<file path="src/rtl/fpu_mem_arbiter.sv">
// rtl/fpu_mem_arbiter.sv - round-robin arbiter sharing one MMU read/write port among FPUs (optional watchdog: MEM_ARB_TIMEOUT_EN)
module fpu_mem_arbiter #(
    parameter int NUM_FPUS       = 16,
    parameter int FPU_ID_WIDTH   = 4,
    parameter int ADDR_WIDTH     = 32,
    parameter int DATA_WIDTH     = 32,
    parameter int TIMEOUT_CYCLES = 1024
) (
    input  logic                           clk,
    input  logic                           reset_n,
    input  logic [NUM_FPUS-1:0]            fpu_mem_req,
    input  logic [NUM_FPUS-1:0]            fpu_mem_write,
    input  logic [NUM_FPUS*ADDR_WIDTH-1:0] fpu_mem_addr,
    input  logic [NUM_FPUS*DATA_WIDTH-1:0] fpu_mem_write_data,
    output logic [NUM_FPUS-1:0]            fpu_mem_ack,
    output logic [DATA_WIDTH-1:0]          fpu_mem_read_data,
    output logic                           fpu_mem_error,
    output logic [ADDR_WIDTH-1:0]          read_addr,
    output logic                           read_valid,
    input  logic [DATA_WIDTH-1:0]          read_data,
    input  logic                           read_ready,
    output logic [ADDR_WIDTH-1:0]          write_addr,
    output logic [DATA_WIDTH-1:0]          write_data,
    output logic                           write_valid,
    input  logic                           write_ready,
    output logic                           debug_busy,
    output logic [FPU_ID_WIDTH-1:0]        debug_owner,
    output logic [15:0]                    debug_xfer_count
);

    typedef enum logic [1:0] {
        IDLE  = 2'd0,
        READ  = 2'd1,
        WRITE = 2'd2,
        RESP  = 2'd3
    } state_t;

    state_t                  state;
    logic [FPU_ID_WIDTH-1:0] owner;
    logic [FPU_ID_WIDTH-1:0] last_owner;
    logic                    grant_valid;
    logic [FPU_ID_WIDTH-1:0] grant_idx;
    logic [FPU_ID_WIDTH-1:0] cand;
    logic [NUM_FPUS-1:0]     owner_onehot;

    // First requester scanning upward from the slot after the previous owner.
    always_comb begin
        grant_valid = 1'b0;
        grant_idx   = '0;
        cand        = '0;
        for (int i = 0; i < NUM_FPUS; i++) begin
            cand = FPU_ID_WIDTH'((32'(last_owner) + 32'(i) + 32'd1) % 32'(NUM_FPUS));
            if (!grant_valid && fpu_mem_req[cand]) begin
                grant_valid = 1'b1;
                grant_idx   = cand;
            end
        end
    end

    assign owner_onehot = NUM_FPUS'(1) << owner;
    assign debug_busy   = (state != IDLE);
    assign debug_owner  = owner;

`ifdef MEM_ARB_TIMEOUT_EN
    logic [15:0] timer;
    logic        timer_hit;

    assign timer_hit = (timer == 16'(TIMEOUT_CYCLES - 1));
`else
    assign fpu_mem_error = 1'b0;
`endif

    always_ff @(posedge clk or negedge reset_n) begin
        if (!reset_n) begin
            state             <= IDLE;
            owner             <= '0;
            last_owner        <= FPU_ID_WIDTH'(NUM_FPUS - 1);
            fpu_mem_ack       <= '0;
            fpu_mem_read_data <= '0;
            read_addr         <= '0;
            read_valid        <= 1'b0;
            write_addr        <= '0;
            write_data        <= '0;
            write_valid       <= 1'b0;
            debug_xfer_count  <= '0;
`ifdef MEM_ARB_TIMEOUT_EN
            timer             <= '0;
            fpu_mem_error     <= 1'b0;
`endif
        end else begin
            fpu_mem_ack <= '0;
            case (state)
                IDLE: begin
                    fpu_mem_read_data <= '0;
`ifdef MEM_ARB_TIMEOUT_EN
                    fpu_mem_error     <= 1'b0;
                    timer             <= '0;
`endif
                    if (grant_valid) begin
                        owner <= grant_idx;
                        if (fpu_mem_write[grant_idx]) begin
                            write_addr  <= fpu_mem_addr[grant_idx*ADDR_WIDTH +: ADDR_WIDTH];
                            write_data  <= fpu_mem_write_data[grant_idx*DATA_WIDTH +: DATA_WIDTH];
                            write_valid <= 1'b1;
                            state       <= WRITE;
                        end else begin
                            read_addr  <= fpu_mem_addr[grant_idx*ADDR_WIDTH +: ADDR_WIDTH];
                            read_valid <= 1'b1;
                            state      <= READ;
                        end
                    end
                end
                READ: begin
                    if (read_ready) begin
                        read_valid        <= 1'b0;
                        fpu_mem_read_data <= read_data;
                        fpu_mem_ack       <= owner_onehot;
                        state             <= RESP;
                    end
`ifdef MEM_ARB_TIMEOUT_EN
                    else if (timer_hit) begin
                        read_valid        <= 1'b0;
                        fpu_mem_read_data <= '0;
                        fpu_mem_error     <= 1'b1;
                        fpu_mem_ack       <= owner_onehot;
                        state             <= RESP;
                    end else begin
                        timer <= timer + 16'd1;
                    end
`endif
                end
                WRITE: begin
                    if (write_ready) begin
                        write_valid       <= 1'b0;
                        fpu_mem_read_data <= '0;
                        fpu_mem_ack       <= owner_onehot;
                        state             <= RESP;
                    end
`ifdef MEM_ARB_TIMEOUT_EN
                    else if (timer_hit) begin
                        write_valid       <= 1'b0;
                        fpu_mem_read_data <= '0;
                        fpu_mem_error     <= 1'b1;
                        fpu_mem_ack       <= owner_onehot;
                        state             <= RESP;
                    end else begin
                        timer <= timer + 16'd1;
                    end
`endif
                end
                RESP: begin
                    last_owner       <= owner;
                    debug_xfer_count <= debug_xfer_count + 16'd1;
                    state            <= IDLE;
                end
                default: state <= IDLE;
            endcase
        end
    end

endmodule
</file>
<file path="config.mk">
export PLATFORM = sky130hd
export DESIGN_NAME = fpu_mem_arbiter
export DESIGN_NICKNAME = d
export VERILOG_FILES = /design/src/rtl/fpu_mem_arbiter.sv
export SDC_FILE = /design/constraint.sdc
export NUM_CORES = 1
export LEC_CHECK = 0
export CORE_AREA = 10 10 476 478
export DETAILED_ROUTE_END_ITERATION = 8
export DIE_AREA = 0 0 486 488
export PLACE_DENSITY_LB_ADDON = 0.3
export SLEW_MARGIN = 25
export SYNTH_ARGS = -nofsm -noshare
export SYNTH_HDL_FRONTEND = slang
export SYNTH_SLANG_ARGS = --single-unit
</file>
<file path="constraint.sdc">
create_clock -name clk -period 8.1 [get_ports clk]
set_clock_uncertainty 0.05 [all_clocks]
set_input_delay 2.43 -clock clk [delete_from_list [all_inputs] [get_ports clk]]
set_output_delay 2.43 -clock clk [all_outputs]
set_load 0.05 [all_outputs]
</file>
==> qor_table.md <==
| Parameter | This run | Unit |
| --- | --- | --- |
| GR Util All Layers | 13.5 | % |
| Root buffer cell | sky130_fd_sc_hd__clkbuf_16 | - |
| Number of warnings issued by yosys | 0 | - |
| Post-synth top area cell | sky130_fd_sc_hd__mux2i_1 | - |
| Most used flip-flop cell after synthesis | sky130_fd_sc_hd__dfrtp_1 | - |
| Area fraction in and, or, nand and nor cells after synthesis | 5.75 | % |
| Worst slack at placement | -0.0246 | ns |
| Remaining antenna violation count | 0 | - |
| Number of cells traversed by the worst register-to-register path | 18 | - |
| Overall die height | 488 | um |
| Result of the run | finished, final reports clean | - |
| Worst hold path type | register to register | - |
| Synth Area in Compound Gates | 5.65 | % |
| HP Start | fpu_mem_read_data[12] | - |
| Final total negative setup slack | 0 | ns |
| Average cell area after synthesis | 10.1 | um2 |
| Multiplexer area fraction after synthesis | 59.8 | % |
| Aggregate global routing overflow | 0 | - |
| Detailed Route Iter0 Violations | 1229 | - |
| Final worst setup slack | 0.469 | ns |
| Most used standard cells in the synthesized netlist | sky130_fd_sc_hd__mux2i_1 (995), sky130_fd_sc_hd__dfrtp_1 (168), sky130_fd_sc_hd__nand2_1 (113) | - |
| Area grow syn2layout | 86.5 | % |
| Clock latency at the later pin of the worst-skew pair | 0.56 | ns |
| Endpoint of the worst hold path | fpu_mem_read_data[12] | - |
| Fraction of final layout cells sized beyond drive strength 1 | 8.44 | % |
| Post-CTS setup repair buffer count | 0 | - |
| Reg2reg setup slack | 1.33 | ns |
| Largest cells by area after synthesis | sky130_fd_sc_hd__mux2i_1 (50%), sky130_fd_sc_hd__dfrtp_1 (21%), sky130_fd_sc_hd__mux4_2 (4.1%) | - |
| FFs w/ async S/R, synth | 100 | % |
| Final routed wire length divided by cell count | 28.0 | um |
| Ports placed on the boundary | 1260 | - |
| Max transition margin | 31.1 | % |
| Resize count post-CTS | 0 | - |
| Final-report max-slew violation count | 0 | - |
| Data required time of the worst path | 8.51 | ns |
| Area share of the largest cell type after synthesis | 50.2 | % |
| Hold-fix buffers at CTS | 0 | - |
| Pin count of the biggest net entering global routing | 98 | - |
| Drt drc | 0 | - |
| Number of synthesized flops with an enable pin | 0 | - |
| XOR/XNOR share of the synthesized area | 1.18 | % |
| Number of flip-flops and latches in the synthesized netlist | 172 | - |
| Post-synth cell types | 69 | - |
| Number of buffer cells added on primary ports | 1258 | - |
| Cell area after synthesis | 19900 | um2 |
| Clock tree from TritonCTS | done | - |
| Clock-pin transition on the worst setup and hold timing paths | 0.09 | ns |
| Die Span X | 486 | um |
| H-tree levels | 4 | - |
| Maximum count of clock buffers along a single path | 2 | - |
| Gpl congestion | 0.860 | - |
| Area of the placeable core | 217000 | um2 |
| Kind of critical path | input port to register | - |
| Area enclosed by the die boundary | 237000 | um2 |
| Top fanout value on the critical path | 53 | - |
| Antenna violations before repair | 83 | - |
| Wire length of the first global-routing pass | 217 | mm |
| Maxcap violations | 0 | - |
| Count of endpoints failing hold in the final timing report | 0 | - |
| Unrepaired setup endpoints after global routing | no | - |
| Routed Wire Length | 170 | mm |
| Highest attainable clock frequency | 0.131 | GHz |
| Detailed Place HPWL | 148 | mm |
| Total clock sinks | 172 | - |
| Util after Layout | 17.1 | % |
| Proportion of synthesized chip area in sequential cells | 21.7 | % |
| Vias per inst | 3.49 | - |
| # nets final | 4303 | - |
| Terminus of the critical flop-to-flop path | write_addr[16] | - |
| Largest family of logic cells by synthesized area | multiplexers | - |
| Least-Margin Pin Slew | 1.03 | ns |
| Post-Synthesis Net Count | 3079 | - |
| Count leader, synth | sky130_fd_sc_hd__mux2i_1 | - |
| Arrival time worst endpoint | 8.04 | ns |
| Number of instances in the synthesized netlist | 1974 | - |
| Synth Area in Adders | 0.819 | % |
| Total via count in the routed design | 21215 | - |
| Endpoint kind of the worst setup timing path | register | - |
| Effective utilization at floorplan | 9.17 | % |
| Nature of the critical path startpoint | input port | - |
| Min Tclk post-route | 7.63 | ns |
| Rows | 171 | - |
| Number of CTS-inserted buffers | 17 | - |
| Reg-to-reg startpoint | last_owner[1] | - |
| Total of endpoints with negative setup slack in the final report | 0 | - |
| Number of global-route vias before repair | 22889 | - |
| Final cycle utilization of the critical path | 94.2 | % |
| Drt pass-1 iters | 6 | - |
| Final hold slack | 0.424 | ns |
| Cell depth of the worst hold path | 2 | - |
worst max-delay path by stage:
stage	startpoint	end	slack [ns]	cells past startpoint
2_1_floorplan	fpu_mem_req[0]	write_data[10]	1.51	15
3_3_place_gp	fpu_mem_req[12]	write_data[0]	-0.01	15
3_5_place_dp	fpu_mem_req[12]	write_addr[16]	-0.02	16
4_1_cts	fpu_mem_req[12]	write_addr[16]	0.59	16
5_1_grt	fpu_mem_req[12]	write_addr[16]	0.27	16
6_report	fpu_mem_req[12]	write_addr[16]	0.47	16
layer usage:
layer	global-route usage [%]	part of all wire, %
met3	4.37	7.5
met2	25.9	53
met1	14.2	37
met4	3.33	2.5
met5	0	0.056
cell usage in the layout (no fill, tap or decap), types with 19 or more instances in the layout:
master | synthesis | routed
sky130_fd_sc_hd__buf_4 | 8 | 98
sky130_fd_sc_hd__buf_12 | 0 | 19
sky130_fd_sc_hd__dfrtp_1 | 168 | 168
sky130_fd_sc_hd__nand2_1 | 113 | 112
sky130_fd_sc_hd__o31ai_1 | 38 | 37
sky130_fd_sc_hd__inv_1 | 48 | 48
sky130_fd_sc_hd__nand3_1 | 42 | 42
sky130_fd_sc_hd__mux2_2 | 63 | 63
sky130_fd_sc_hd__clkdlybuf4s50_1 | 0 | 1252
sky130_fd_sc_hd__mux2i_1 | 995 | 993
sky130_fd_sc_hd__mux2_1 | 30 | 30
sky130_fd_sc_hd__o21ai_0 | 54 | 54
sky130_fd_sc_hd__nor2_1 | 43 | 42
sky130_fd_sc_hd__mux4_2 | 36 | 35
sequential cells by signal (all words and copies together), names as in the netlist:
register and cells:
read_addr 32, write_addr 32, write_data 32, write_valid 1
debug_xfer_count 16, read_valid 1, debug_owner 4, fpu_mem_ack 16
last_owner 4, state 2, fpu_mem_read_data 32
metrics by stage:
| stage | area, um2 | instances |
|---|---|---|
| 6_report | 37000 | 6082 |
| 5_1_grt | 37000 | 6073 |
| 4_1_cts | 37000 | 6065 |
| 3_5_place_dp | 36400 | 6033 |
| 3_3_place_gp | 36300 | 6033 |
| 2_1_floorplan | 19900 | 1974 |
logic make-up after synthesis:
family | Yosys count
flops | 172
other cells | 1
simple gates | 251
compound gates | 170
xor+xnor | 26
fa+ha+maj | 13
buf+inv | 214
mux | 1127
worst max-delay path, cell delays in order:
cell and delay [ns]:
sky130_fd_sc_hd__clkdlybuf4s50_1 0.62, sky130_fd_sc_hd__mux4_2 0.58, sky130_fd_sc_hd__mux4_2 0.53, sky130_fd_sc_hd__or2_1 0.27, sky130_fd_sc_hd__nand4bb_1 0.39, sky130_fd_sc_hd__or4b_1 0.67
sky130_fd_sc_hd__o211ai_4 0.14, sky130_fd_sc_hd__buf_12 0.24, sky130_fd_sc_hd__buf_12 0.29, sky130_fd_sc_hd__buf_12 0.35, sky130_fd_sc_hd__buf_4 0.39, sky130_fd_sc_hd__mux2i_1 0.13
sky130_fd_sc_hd__mux2i_1 0.19, sky130_fd_sc_hd__mux2i_1 0.09, sky130_fd_sc_hd__mux2_2 0.33, sky130_fd_sc_hd__o31ai_1 0.21
layout make-up:
class                   count  area (um2)
repair buffers           1370       13700
clock buffers              17         425
well taps                2854        3570
inverters                  49         184
multi-input cells        1588       14600
clock inverters            15         213
flip-flops and latches    172        4310
fillers                 24272      179000
diodes                     17        42.5
Power is left out: the tool's default activity adds up to more than one toggle a clock period on the data nets, which glitch-free logic cannot reach.
